### src/rtl/or_vector_sequencer_if.sv
// Handshake/bus bundle between the OR-gate self-test sequencer and its surroundings.
// master: the sequencer; slave: whoever issues start and returns the gate output y.
interface or_vector_sequencer_if #(
   parameter int unsigned ERR_W = 8
);
   logic             start;
   logic             y;
   logic             a;
   logic             b;
   logic [1:0]       vec_idx;
   logic             busy;
   logic             mismatch;
   logic             done;
   logic             pass;
   logic [ERR_W-1:0] err_count;

   modport master (
      input  start, y,
      output a, b, vec_idx, busy, mismatch, done, pass, err_count
   );

   modport slave (
      output start, y,
      input  a, b, vec_idx, busy, mismatch, done, pass, err_count
   );
endinterface

### src/rtl/or_vector_sequencer.sv
// On-chip self-test driver for a 2-input OR gate: sweeps the truth table,
// checks y after a settle time, counts mismatches and reports a verdict.
module or_vector_sequencer #(
   parameter int unsigned HOLD_CYCLES = 10,
   parameter int unsigned NUM_PASSES  = 1,
   parameter int unsigned ERR_W       = 8
) (
   input logic                     clk,
   input logic                     rst_n,
   or_vector_sequencer_if.master   bus
);
   localparam int unsigned HOLD_W = (HOLD_CYCLES > 1) ? $clog2(HOLD_CYCLES) : 1;
   localparam int unsigned PASS_W = (NUM_PASSES  > 1) ? $clog2(NUM_PASSES)  : 1;
   localparam logic [HOLD_W-1:0] HOLD_LAST = HOLD_W'(HOLD_CYCLES - 1);
   localparam logic [PASS_W-1:0] PASS_LAST = PASS_W'(NUM_PASSES - 1);

   typedef enum logic [1:0] {IDLE, DRIVE, CHECK, DONE} state_t;

   state_t             state_q, state_d;
   logic [1:0]         vec_q, vec_d;
   logic [HOLD_W-1:0]  hold_q, hold_d;
   logic [PASS_W-1:0]  pcnt_q, pcnt_d;
   logic [ERR_W-1:0]   err_q, err_d;
   logic               a_q, a_d, b_q, b_d;
   logic               busy_q, busy_d;
   logic               pass_q, pass_d;
   logic               mismatch_q, mismatch_d;
   logic               done_q, done_d;
   logic               miss_c;

   // Next-state and next-output computation
   always_comb begin
      state_d    = state_q;
      vec_d      = vec_q;
      hold_d     = hold_q;
      pcnt_d     = pcnt_q;
      err_d      = err_q;
      a_d        = a_q;
      b_d        = b_q;
      busy_d     = busy_q;
      pass_d     = pass_q;
      mismatch_d = 1'b0;
      done_d     = 1'b0;
      miss_c     = 1'b0;

      unique case (state_q)
         IDLE: begin
            if (bus.start) begin
               state_d = DRIVE;
               vec_d   = 2'd0;
               hold_d  = '0;
               pcnt_d  = '0;
               err_d   = '0;
               pass_d  = 1'b0;
               busy_d  = 1'b1;
               a_d     = 1'b0;
               b_d     = 1'b0;
            end
         end
         DRIVE: begin
            if (hold_q == HOLD_LAST) begin
               state_d = CHECK;
               hold_d  = '0;
            end else begin
               hold_d  = hold_q + HOLD_W'(1);
            end
         end
         CHECK: begin
            // y is only trusted here, after the settle window
            miss_c     = (bus.y != (a_q | b_q));
            mismatch_d = miss_c;
            if (miss_c && (err_q != '1)) begin
               err_d = err_q + ERR_W'(1);
            end
            hold_d = '0;
            if (vec_q != 2'd3) begin
               state_d    = DRIVE;
               vec_d      = vec_q + 2'd1;
               {a_d, b_d} = vec_q + 2'd1;
            end else if (pcnt_q != PASS_LAST) begin
               state_d    = DRIVE;
               vec_d      = 2'd0;
               {a_d, b_d} = 2'd0;
               pcnt_d     = pcnt_q + PASS_W'(1);
            end else begin
               state_d = DONE;
               done_d  = 1'b1;
               pass_d  = (err_d == '0);
            end
         end
         DONE: begin
            state_d = IDLE;
            busy_d  = 1'b0;
         end
         default: state_d = IDLE;
      endcase
   end

   always_ff @(posedge clk or negedge rst_n) begin
      if (!rst_n) begin
         state_q    <= IDLE;
         vec_q      <= 2'd0;
         hold_q     <= '0;
         pcnt_q     <= '0;
         err_q      <= '0;
         a_q        <= 1'b0;
         b_q        <= 1'b0;
         busy_q     <= 1'b0;
         pass_q     <= 1'b0;
         mismatch_q <= 1'b0;
         done_q     <= 1'b0;
      end else begin
         state_q    <= state_d;
         vec_q      <= vec_d;
         hold_q     <= hold_d;
         pcnt_q     <= pcnt_d;
         err_q      <= err_d;
         a_q        <= a_d;
         b_q        <= b_d;
         busy_q     <= busy_d;
         pass_q     <= pass_d;
         mismatch_q <= mismatch_d;
         done_q     <= done_d;
      end
   end

   assign bus.a         = a_q;
   assign bus.b         = b_q;
   assign bus.vec_idx   = vec_q;
   assign bus.busy      = busy_q;
   assign bus.pass      = pass_q;
   assign bus.mismatch  = mismatch_q;
   assign bus.done      = done_q;
   assign bus.err_count = err_q;
endmodule

### src/flat_wrapper.sv
// flat-port wrapper written by rule: the top's interface ports become plain ports
module or_vector_sequencer_flat 
#(
   parameter int unsigned HOLD_CYCLES = 10,
   parameter int unsigned NUM_PASSES  = 1,
   parameter int unsigned ERR_W       = 8
)
  (clk, rst_n, bus_start, bus_y, bus_a, bus_b, bus_vec_idx, bus_busy, bus_mismatch, bus_done, bus_pass, bus_err_count);
  or_vector_sequencer_if #(.ERR_W(ERR_W)) bus_i ();
  input logic clk;
  input logic rst_n;
  input wire logic [$bits(bus_i.start)-1:0] bus_start;
  input wire logic [$bits(bus_i.y)-1:0] bus_y;
  output wire logic [$bits(bus_i.a)-1:0] bus_a;
  output wire logic [$bits(bus_i.b)-1:0] bus_b;
  output wire logic [$bits(bus_i.vec_idx)-1:0] bus_vec_idx;
  output wire logic [$bits(bus_i.busy)-1:0] bus_busy;
  output wire logic [$bits(bus_i.mismatch)-1:0] bus_mismatch;
  output wire logic [$bits(bus_i.done)-1:0] bus_done;
  output wire logic [$bits(bus_i.pass)-1:0] bus_pass;
  output wire logic [$bits(bus_i.err_count)-1:0] bus_err_count;
  assign bus_i.start = bus_start;
  assign bus_i.y = bus_y;
  assign bus_a = bus_i.a;
  assign bus_b = bus_i.b;
  assign bus_vec_idx = bus_i.vec_idx;
  assign bus_busy = bus_i.busy;
  assign bus_mismatch = bus_i.mismatch;
  assign bus_done = bus_i.done;
  assign bus_pass = bus_i.pass;
  assign bus_err_count = bus_i.err_count;
  or_vector_sequencer #(.HOLD_CYCLES(HOLD_CYCLES), .NUM_PASSES(NUM_PASSES), .ERR_W(ERR_W)) u_core (.clk(clk), .rst_n(rst_n), .bus(bus_i));
endmodule
### config.mk
export PLATFORM = sky130hd
export DESIGN_NAME = or_vector_sequencer_flat
export DESIGN_NICKNAME = d
export VERILOG_FILES = /design/src/rtl/or_vector_sequencer_if.sv /design/src/rtl/or_vector_sequencer.sv /design/src/flat_wrapper.sv
export SDC_FILE = /design/constraint.sdc
export NUM_CORES = 1
export LEC_CHECK = 0
export CORE_ASPECT_RATIO = 1.25
export CORE_MARGIN = 1.5
export CORE_UTILIZATION = 40
export CTS_BUF_LIST = sky130_fd_sc_hd__clkbuf_4
export CTS_CLUSTER_DIAMETER = 200
export CTS_CLUSTER_SIZE = 24
export DETAILED_ROUTE_END_ITERATION = 7
export GPL_TIMING_DRIVEN = 1
export PLACE_DENSITY = 0.64
export SLEW_MARGIN = 5
export SYNTH_ARGS = -nofsm -noshare
export SYNTH_HDL_FRONTEND = slang
export SYNTH_SLANG_ARGS = --single-unit
export TNS_END_PERCENT = 20
### constraint.sdc
create_clock -name clk -period 2.7 [get_ports clk]
set_input_delay 0.675 -clock clk [delete_from_list [all_inputs] [get_ports clk]]
set_output_delay 0.675 -clock clk [all_outputs]
set_load 0.05 [all_outputs]
======== Word-level counts from Yosys, hierarchy flattened ========
Cells that the tools add are included.
storage, ports and cells
  bits of input ports ..................... 4
  register bits after elaboration ......... 23
cells by class
  add/sub/neg operators ................... 4
  equal/unequal tests ..................... 12
  mux-type cells .......................... 34
  bitwise operators ....................... 1
  reduce and logical (&&, ||, !) cells .... 13
operators by type and width
  operator                                               count
  two-way mux 8 bit                                      3
  one-hot mux 8 bit (2 select lines)                     1
  two-way mux 2 bit                                      7
  two-way mux 1 bit                                      13
  one-hot mux 4 bit (3 select lines)                     1
  one-hot mux 1 bit (2 select lines)                     5
  adder 8 x 1 -> 8 bit, second input constant            1
  zero test 8 bit                                        1
  two-way mux 4 bit                                      2
  inequality test 2 bit, second input constant           4
  inequality test 8 bit, second input constant           1
  one-hot mux 2 bit (4 select lines)                     1
  AND reduction 2 bit                                    4
  AND reduction 3 bit                                    2
  adder 4 x 1 -> 4 bit, second input constant            1
  equality test 2 bit, second input constant             2
  equality test 4 bit, second input constant             1
  one-hot mux 2 bit (2 select lines)                     1
  AND reduction 4 bit                                    1
  nonzero test 2 bit                                     2
  inequality test 3 x 1 -> 1 bit, second input constant  1
  nonzero test 3 bit                                     1
  adder 2 x 1 -> 2 bit, second input constant            1
  equality test 2 x 1 -> 1 bit, second input constant    1
  other kinds (6)                                        6

======== Longest topological paths before layout ========
Gate-level depths: netlist of run 1.
  depth after elaboration ................. 9
  depth in mapped cells ................... 7
  mapped depth without buffers ............ 7

======== Least setup slack after synthesis of run 1 ========
OpenSTA, ideal clock, no wires.
  kind .................................... flip-flop to flip-flop
  start point ............................. reg u_core.b_q (netlist: u_core.bus.b)
  end point ............................... reg u_core.pass_q (netlist: u_core.bus.pass)
  clock period less this slack ............ 2.129 ns
  stages on the path, launching flop included .. 8
  required time ........................... 2.608 ns
  slack ................................... 0.571 ns
  arrival time ............................ 2.037 ns
  buffers on the path ..................... 0
  cells stage by stage .................... dfrtp_1 -> inv_1 -> ha_1 -> xor2_2 -> nor3_1 -> mux2i_1 -> o2111ai_1 -> o31ai_2
between the ends
  cells in the longest elaborated chain, start to end .. 9
ends and longest elaborated chain
  item                                RTL line                    text
  start, declared                     or_vector_sequencer.sv:24   logic a_q, a_d, b_q, b_d;
  start signal, assigned              or_vector_sequencer.sv:107  b_q <= 1'b0;
  start signal, assigned              or_vector_sequencer.sv:119  b_q <= b_d;
  bitwise OR 1 bit                    or_vector_sequencer.sv:70   miss_c = (bus.y != (a_q | b_q));
  inequality test 1 bit               or_vector_sequencer.sv:70
  logical AND 1 bit                   or_vector_sequencer.sv:72   if (miss_c && (err_q != '1)) begin
  two-way mux 8 bit                   or_vector_sequencer.sv:72
  two-way mux 8 bit                   or_vector_sequencer.sv:46   unique case (state_q)
  zero test 8 bit                     or_vector_sequencer.sv:88   pass_d = (err_d == '0);
  two-way mux 1 bit                   or_vector_sequencer.sv:80   end else if (pcnt_q != PASS_LAST) begin
  two-way mux 1 bit                   or_vector_sequencer.sv:76   if (vec_q != 2'd3) begin
  one-hot mux 1 bit (2 select lines)  or_vector_sequencer.sv:46
  end signal, assigned                or_vector_sequencer.sv:121  pass_q <= pass_d;
  end, declared                       or_vector_sequencer.sv:26   logic pass_q, pass_d;
No other way between the ends. The select of a mux whose other input is x is not followed.
A chain may end at the register's enable or synchronous reset.

======== Worst setup path after layout of run 1 ========
  start point ............................. reg u_core.err_q[3] (netlist: u_core.bus.err_count[3])
  end point ............................... out bus_err_count[3]
RTL lines
  item                    RTL line                    text
  start, declared         or_vector_sequencer.sv:23   logic [ERR_W-1:0] err_q, err_d;
  start signal, assigned  or_vector_sequencer.sv:117  err_q <= err_d;
  end, declared           flat_wrapper.sv:21          output wire logic [$bits(bus_i.err_count)-1:0] bus_err_count;
No word-level cell between the ends.

==> impl_metrics.tcl, run 1 <==
set metrics [dict create \
    grt.total_usage_pct 18.7 \
    slew_viol_final 0 \
    hp-class "reg -> reg" \
    synth-adder-area-share_pct 5.30 \
    synth-simple-area-share_pct 19.8 \
    drt-initial-drc-count 27 \
    fill_cells 273 \
    start_util_pct 43.2 \
    setup_viol 0 \
    rsz0062_at_grt "no" \
    outcome "finished clean" \
    vias 1034 \
    synth_edf_count 0 \
    numCtsBuffers 3 \
    routedWlPerCell_um 14.7 \
    finalHoldViolations 0 \
    regArea_um2 500 \
    path_max_fanout 8 \
    synth_xor_area_share_pct 2.86 \
    cts_tree "built" \
    path_cells "clkdlybuf4s50_1" \
    grt_pass1_vias 967 \
    root_buffer "clkbuf_4" \
    synth_top_flop_cell "dfrtp_1" \
    critPathKind "reg -> out" \
    synth_cell_types 36 \
    drive_gt1_share_pct 6.62 \
    p_per_area_mw_per_mm2 433 \
    drc 0 \
    synthMuxAreaShare_pct 3.61 \
    max_freq_mhz 427 \
    via_per_inst 5.59 \
    finClkSkew_ps 12.4 \
    clock_latency_ps 300 \
    fin_crit_ps 2340 \
    routed_wirelength_mm 2.72 \
    timing.hold.ws_ps 514 \
    netlist_area_mm2 0.00118 \
    synth_warnings 0 \
    synth_nets 140 \
    clockBufferDepth 2 \
    cp_data_arrival_time_ps 1670 \
    core_area_mm2 0.00273 \
    mostFrequentLayoutCells "dfrtp_1 (20), clkdlybuf4s50_1 (19), nor2_1 (15)" \
    crit_slowest_cell "clkdlybuf4s50_1" \
    critPathTopFamily "buffers and inverters" \
    synth-compound-area-share_pct 20.5 \
    io_buffer_count 19 \
    ant_nets 0 \
    syn_area_per_cell_um2 9.01 \
    die-width_um 51.6 \
    mostFrequentLayoutCell "dfrtp_1" \
    critPathCaptureType "primary output" \
    finalSetupTns_ps 0 \
    post_cts_resized 0 \
    fin_crit_sh_pct 86.7 \
    ys_ff_latch 20 \
    p_leak_nw 0.619 \
    die-area_mm2 0.00329 \
    startpoint_type "flip-flop" \
    synthToLayoutAreaGrowth_pct 20.9 \
    multiInputGateArea_um2 614 \
    cts.sinks 20 \
    synth.yosys.seq_area_share_pct 42.4 \
    relSlewSlack_pct 62.8 \
    async_flop_share_pct 100 \
    max_stage_delay_ps 850 \
    path_clk_slew_ps 120 \
    tightest_slew_ps 557 \
    fp.dieH_um 63.7 \
    stdcell_count 185 \
    nNetsFinal 161 \
    first_pass_iters 4 \
    grt-ovfl-total 0 \
    utilization_pct 52.2 \
    rows 21 \
    ios 20 \
    hold_buffers 0 \
    antenna_found_initial 0 \
    peakVddDrop_v 0.000270 \
    n_antenna_cell 0 \
    grt_max_degree 21 \
    placedCellCount 181 \
    place_hpwl_mm 1.95 \
    synth_top_family_by_area "compound AO/OA/AOI/OAI gates" \
    cap_violations 0 \
    syn_inst 131 \
    required_ps 2030 \
    postCtsSetupBuffers 0 \
    cp.buffers_inverters 1 \
    grt_pass1_wl_mm 4.62 \
    htree_levels 1 \
    total_power_mw 0.617 \
    gp_congestion 0.863 \
]
[final cells by class]
class	count	area share, %
Clock buffer	3	1.58
Clock inverter	1	0.263
Inverter	10	2.63
Multi-Input combinational cell	96	43.1
Sequential cell	20	35.1
Tap cell	34	2.98
Timing Repair Buffer	21	14.4
[synth_stat cells (all sizes together) (2+ instances only)]
cell type	n	area (um2)
and3	2	12.5
mux2i	2	20.0
o21ai	13	65.1
nor2	15	56.3
o31ai	2	20.0
ha	5	62.6
nand2	10	37.5
o22a	2	17.5
nor2b	2	12.5
xor2	2	25.0
buf	2	15.0
clkbuf	3	12.5
nor3	6	30.0
inv	10	37.5
nand3	4	20.0
a41oi	2	17.5
nand2b	5	31.3
mux2	2	22.5
a22o	6	52.6
a31oi	3	18.8
a21oi	2	10.0
dfrtp	20	500
nand3b	2	15.0
[final timing paths]
| kind | from | end | slack, ps | depth (start not counted) |
|---|---|---|---|---|
| worst min-delay path | u_core.hold_q[3]$_DFFE_PN0P_ | u_core.hold_q[3]$_DFFE_PN0P_ | 510 | 1 |
| worst max register to register | u_core.bus.b$_DFFE_PN0P_ | u_core.bus.pass$_DFFE_PN0P_ | 740 | 7 |
| min in group asynchronous | rst_n | u_core.bus.err_count[2]$_DFFE_PN0P_ | 680 | 2 |
| worst max-delay path | u_core.bus.err_count[3]$_DFFE_PN0P_ | bus_err_count[3] | 360 | 1 |
| worst min register to register | u_core.hold_q[3]$_DFFE_PN0P_ | u_core.hold_q[3]$_DFFE_PN0P_ | 510 | 1 |
| max in group asynchronous | rst_n | u_core.bus.err_count[5]$_DFFE_PN0P_ | 1780 | 2 |
[metal layers]
layer / track usage, % / vias up / wire [um]
met5: 0 / - / 0
met4: 8.22 / 0 / 38
met3: 3.08 / 4 / 141
met2: 29.0 / 32 / 1330
li1: - / 505 / -
met1: 25.4 / 493 / 1210
[power breakdown]
group | leakage, nW | switching [mW] | internal, mW | total (mW)
Clock | 0.0154 | 0.0940 | 0.0539 | 0.148
Combinational | 0.339 | 0.0880 | 0.0538 | 0.142
Sequential | 0.264 | 0.0177 | 0.310 | 0.328
[per-stage QoR]
step                      setup WS [ps]  cell area [um2]
after floorplan                     571             1180
after global placement              405             1400
after detailed placement            348             1400
after CTS                           343             1430
after global routing                308             1430
final                               360             1430
[flip-flops by register name (all words and copies together), names as in the netlist]
register              flops
u_core.state_q            2
u_core.bus.done           1
u_core.bus.b              1
u_core.bus.busy           1
u_core.bus.err_count      8
u_core.bus.vec_idx        1
u_core.bus.mismatch       1
u_core.bus.pass           1
u_core.hold_q             4
[cell families after synthesis]
logic type                 count (synthesis)
and+or+nand+nor                           49
buffers and inverters                     15
xor gates and xnor gates                   3
muxes                                      4
AOI/OAI and AO/OA                         35
adders and majority gates                  5
DFF                                       20
No activity file was read; power rests on OpenSTA's default activity.
==> run 2: changes to the inputs <==
CAP_MARGIN = 40   (was not set)
CORE_UTILIZATION = 58   (was 40)
PLACE_DENSITY = 0.87   (was 0.64)
==> impl_metrics.tcl, run 2 (synthesis gave the netlist of run 1 again) <==
set metrics [dict create \
    fp.dieH_um 53.4 \
    first_pass_iters 4 \
    max_freq_mhz 434 \
    setup_viol 0 \
    clock_latency_ps 290 \
    total_power_mw 0.598 \
    regArea_um2 500 \
    finClkSkew_ps 2.23 \
    min_from "u_core.hold_q[3]$_DFFE_PN0P_" \
    numCtsBuffers 3 \
    cp.buffers_inverters 1 \
    r2r-start "u_core.bus.b$_DFFE_PN0P_" \
    peakVddDrop_v 0.000406 \
    routedWlPerCell_um 15.1 \
    gp_congestion 0.870 \
    setup_ws_ps 395 \
    critPathCaptureType "primary output" \
    io_buffer_count 19 \
    drt-initial-drc-count 37 \
    largest_reg_flops 8 \
    mostFrequentLayoutCells "dfrtp_1 (20), clkdlybuf4s50_1 (19), nor2_1 (15)" \
    grt_pass1_vias 953 \
    post_cts_resized 0 \
    power.share.switching_pct 30.6 \
    drive_gt1_share_pct 6.04 \
    cts.sinks 20 \
    fin_crit_sh_pct 85.4 \
    clockBufferDepth 2 \
    multiInputGateArea_um2 614 \
    hold_buffers 0 \
    tightest_slew_ps 627 \
    p_per_area_mw_per_mm2 428 \
    vias 1056 \
    p_int_mw 0.415 \
    p_sw_mw 0.183 \
    relSlewSlack_pct 58.1 \
    root_buffer "clkbuf_4" \
    required_ps 2030 \
    mostFrequentLayoutCell "dfrtp_1" \
    critPathKind "reg -> out" \
    ant_nets 0 \
    antenna_found_initial 0 \
    hp-class "reg -> reg" \
    synthToLayoutAreaGrowth_pct 18.5 \
    pwr-share-clk_pct 21.8 \
    crit_start "u_core.bus.err_count[3]$_DFFE_PN0P_" \
    place_hpwl_mm 1.98 \
    startpoint_type "flip-flop" \
    nNetsFinal 160 \
    path_max_fanout 8 \
    stdcell_count 169 \
    grt-ovfl-total 0 \
    rows 18 \
    grt_pass1_wl_mm 4.11 \
    fill_cells 147 \
    drc 0 \
    htree_levels 1 \
    cts_tree "built" \
    power_frac_seq_pct 54.8 \
    cp_data_arrival_time_ps 1630 \
    n_antenna_cell 0 \
    crit_slowest_cell "clkdlybuf4s50_1" \
    fin_crit_ps 2310 \
    placedCellCount 166 \
    critPathTopFamily "buffers and inverters" \
    ios 20 \
    slew_viol_final 0 \
    routed_wirelength_mm 2.56 \
    p_leak_nw 0.613 \
    grt.total_usage_pct 24.1 \
    rsz0062_at_grt "no" \
    die-width_um 43.3 \
    grt_max_degree 21 \
    postCtsSetupBuffers 0 \
    core_area_mm2 0.00194 \
    path_cells "clkdlybuf4s50_1" \
    outcome "finished clean" \
    finalHoldViolations 0 \
    pwr-share-comb_pct 23.4 \
    finalSetupTns_ps 0 \
    die-area_mm2 0.00232 \
    cap_violations 0 \
    dp_slack_ps 312 \
    max_stage_delay_ps 850 \
    via_per_inst 6.25 \
    start_util_pct 60.9 \
    path_clk_slew_ps 100 \
]
## run 2: cell types whose count changed in the layout (fill, tap and decap cells not counted)
cell,change
clkinv_1,-1
buf_4,-1
## run 2: power groups by stage
| stage | clock [mW] | sequential (mW) | combinational [mW] |
|---|---|---|---|
| 5_1_grt | 0.145 | 0.329 | 0.154 |
| 3_3_place_gp | 0 | 0.332 | 0.135 |
| 4_1_cts | 0.138 | 0.327 | 0.141 |
| 6_report | 0.131 | 0.328 | 0.140 |
| 3_5_place_dp | 0 | 0.333 | 0.140 |
| 2_1_floorplan | 0 | 0.354 | 0.0741 |
## run 2: cell type report
cell class              instances  area share, %
repair buffers                 20           14.1
clock buffers                   3           1.61
inverters                      10           2.69
multi-input cells              96           44.0
well taps                      20           1.79
flip-flops and latches         20           35.8
## run 2: routing by layer
layer	share of wire [%]	vias to the layer above	GRT usage (%)	wire length, um
met3	4.7	4	4.10	121
met2	54	30	43.3	1380
met1	40	520	28.9	1030
met5	0	-	0	0
met4	0.98	0	8.08	25
li1	-	502	-	-
## run 2: stage by stage
| stage | hold slack, ps | utilization (%) | area, um2 |
|---|---|---|---|
| after global routing | 527 | 72.2 | 1400 |
| after detailed placement | 475 | 71.0 | 1380 |
| after CTS | 494 | 72.2 | 1400 |
| after global placement | 467 | 71.0 | 1380 |
| final | 495 | 72.2 | 1400 |
| after floorplan | 379 | - | 1180 |
## run 2: path summary, 6_finish.rpt
| kind | to | slack (ps) | depth (start not counted) |
|---|---|---|---|
| setup / recovery | bus_err_count[3] | 390 | 1 |
| hold / removal | u_core.hold_q[3]$_DFFE_PN0P_ | 490 | 1 |
| setup reg to reg | u_core.bus.pass$_DFFE_PN0P_ | 730 | 7 |
| hold reg to reg | u_core.hold_q[3]$_DFFE_PN0P_ | 490 | 1 |
| max in group asynchronous | u_core.state_q[1]$_DFFE_PN0P_ | 1780 | 2 |
| min in group asynchronous | u_core.bus.err_count[3]$_DFFE_PN0P_ | 710 | 2 |
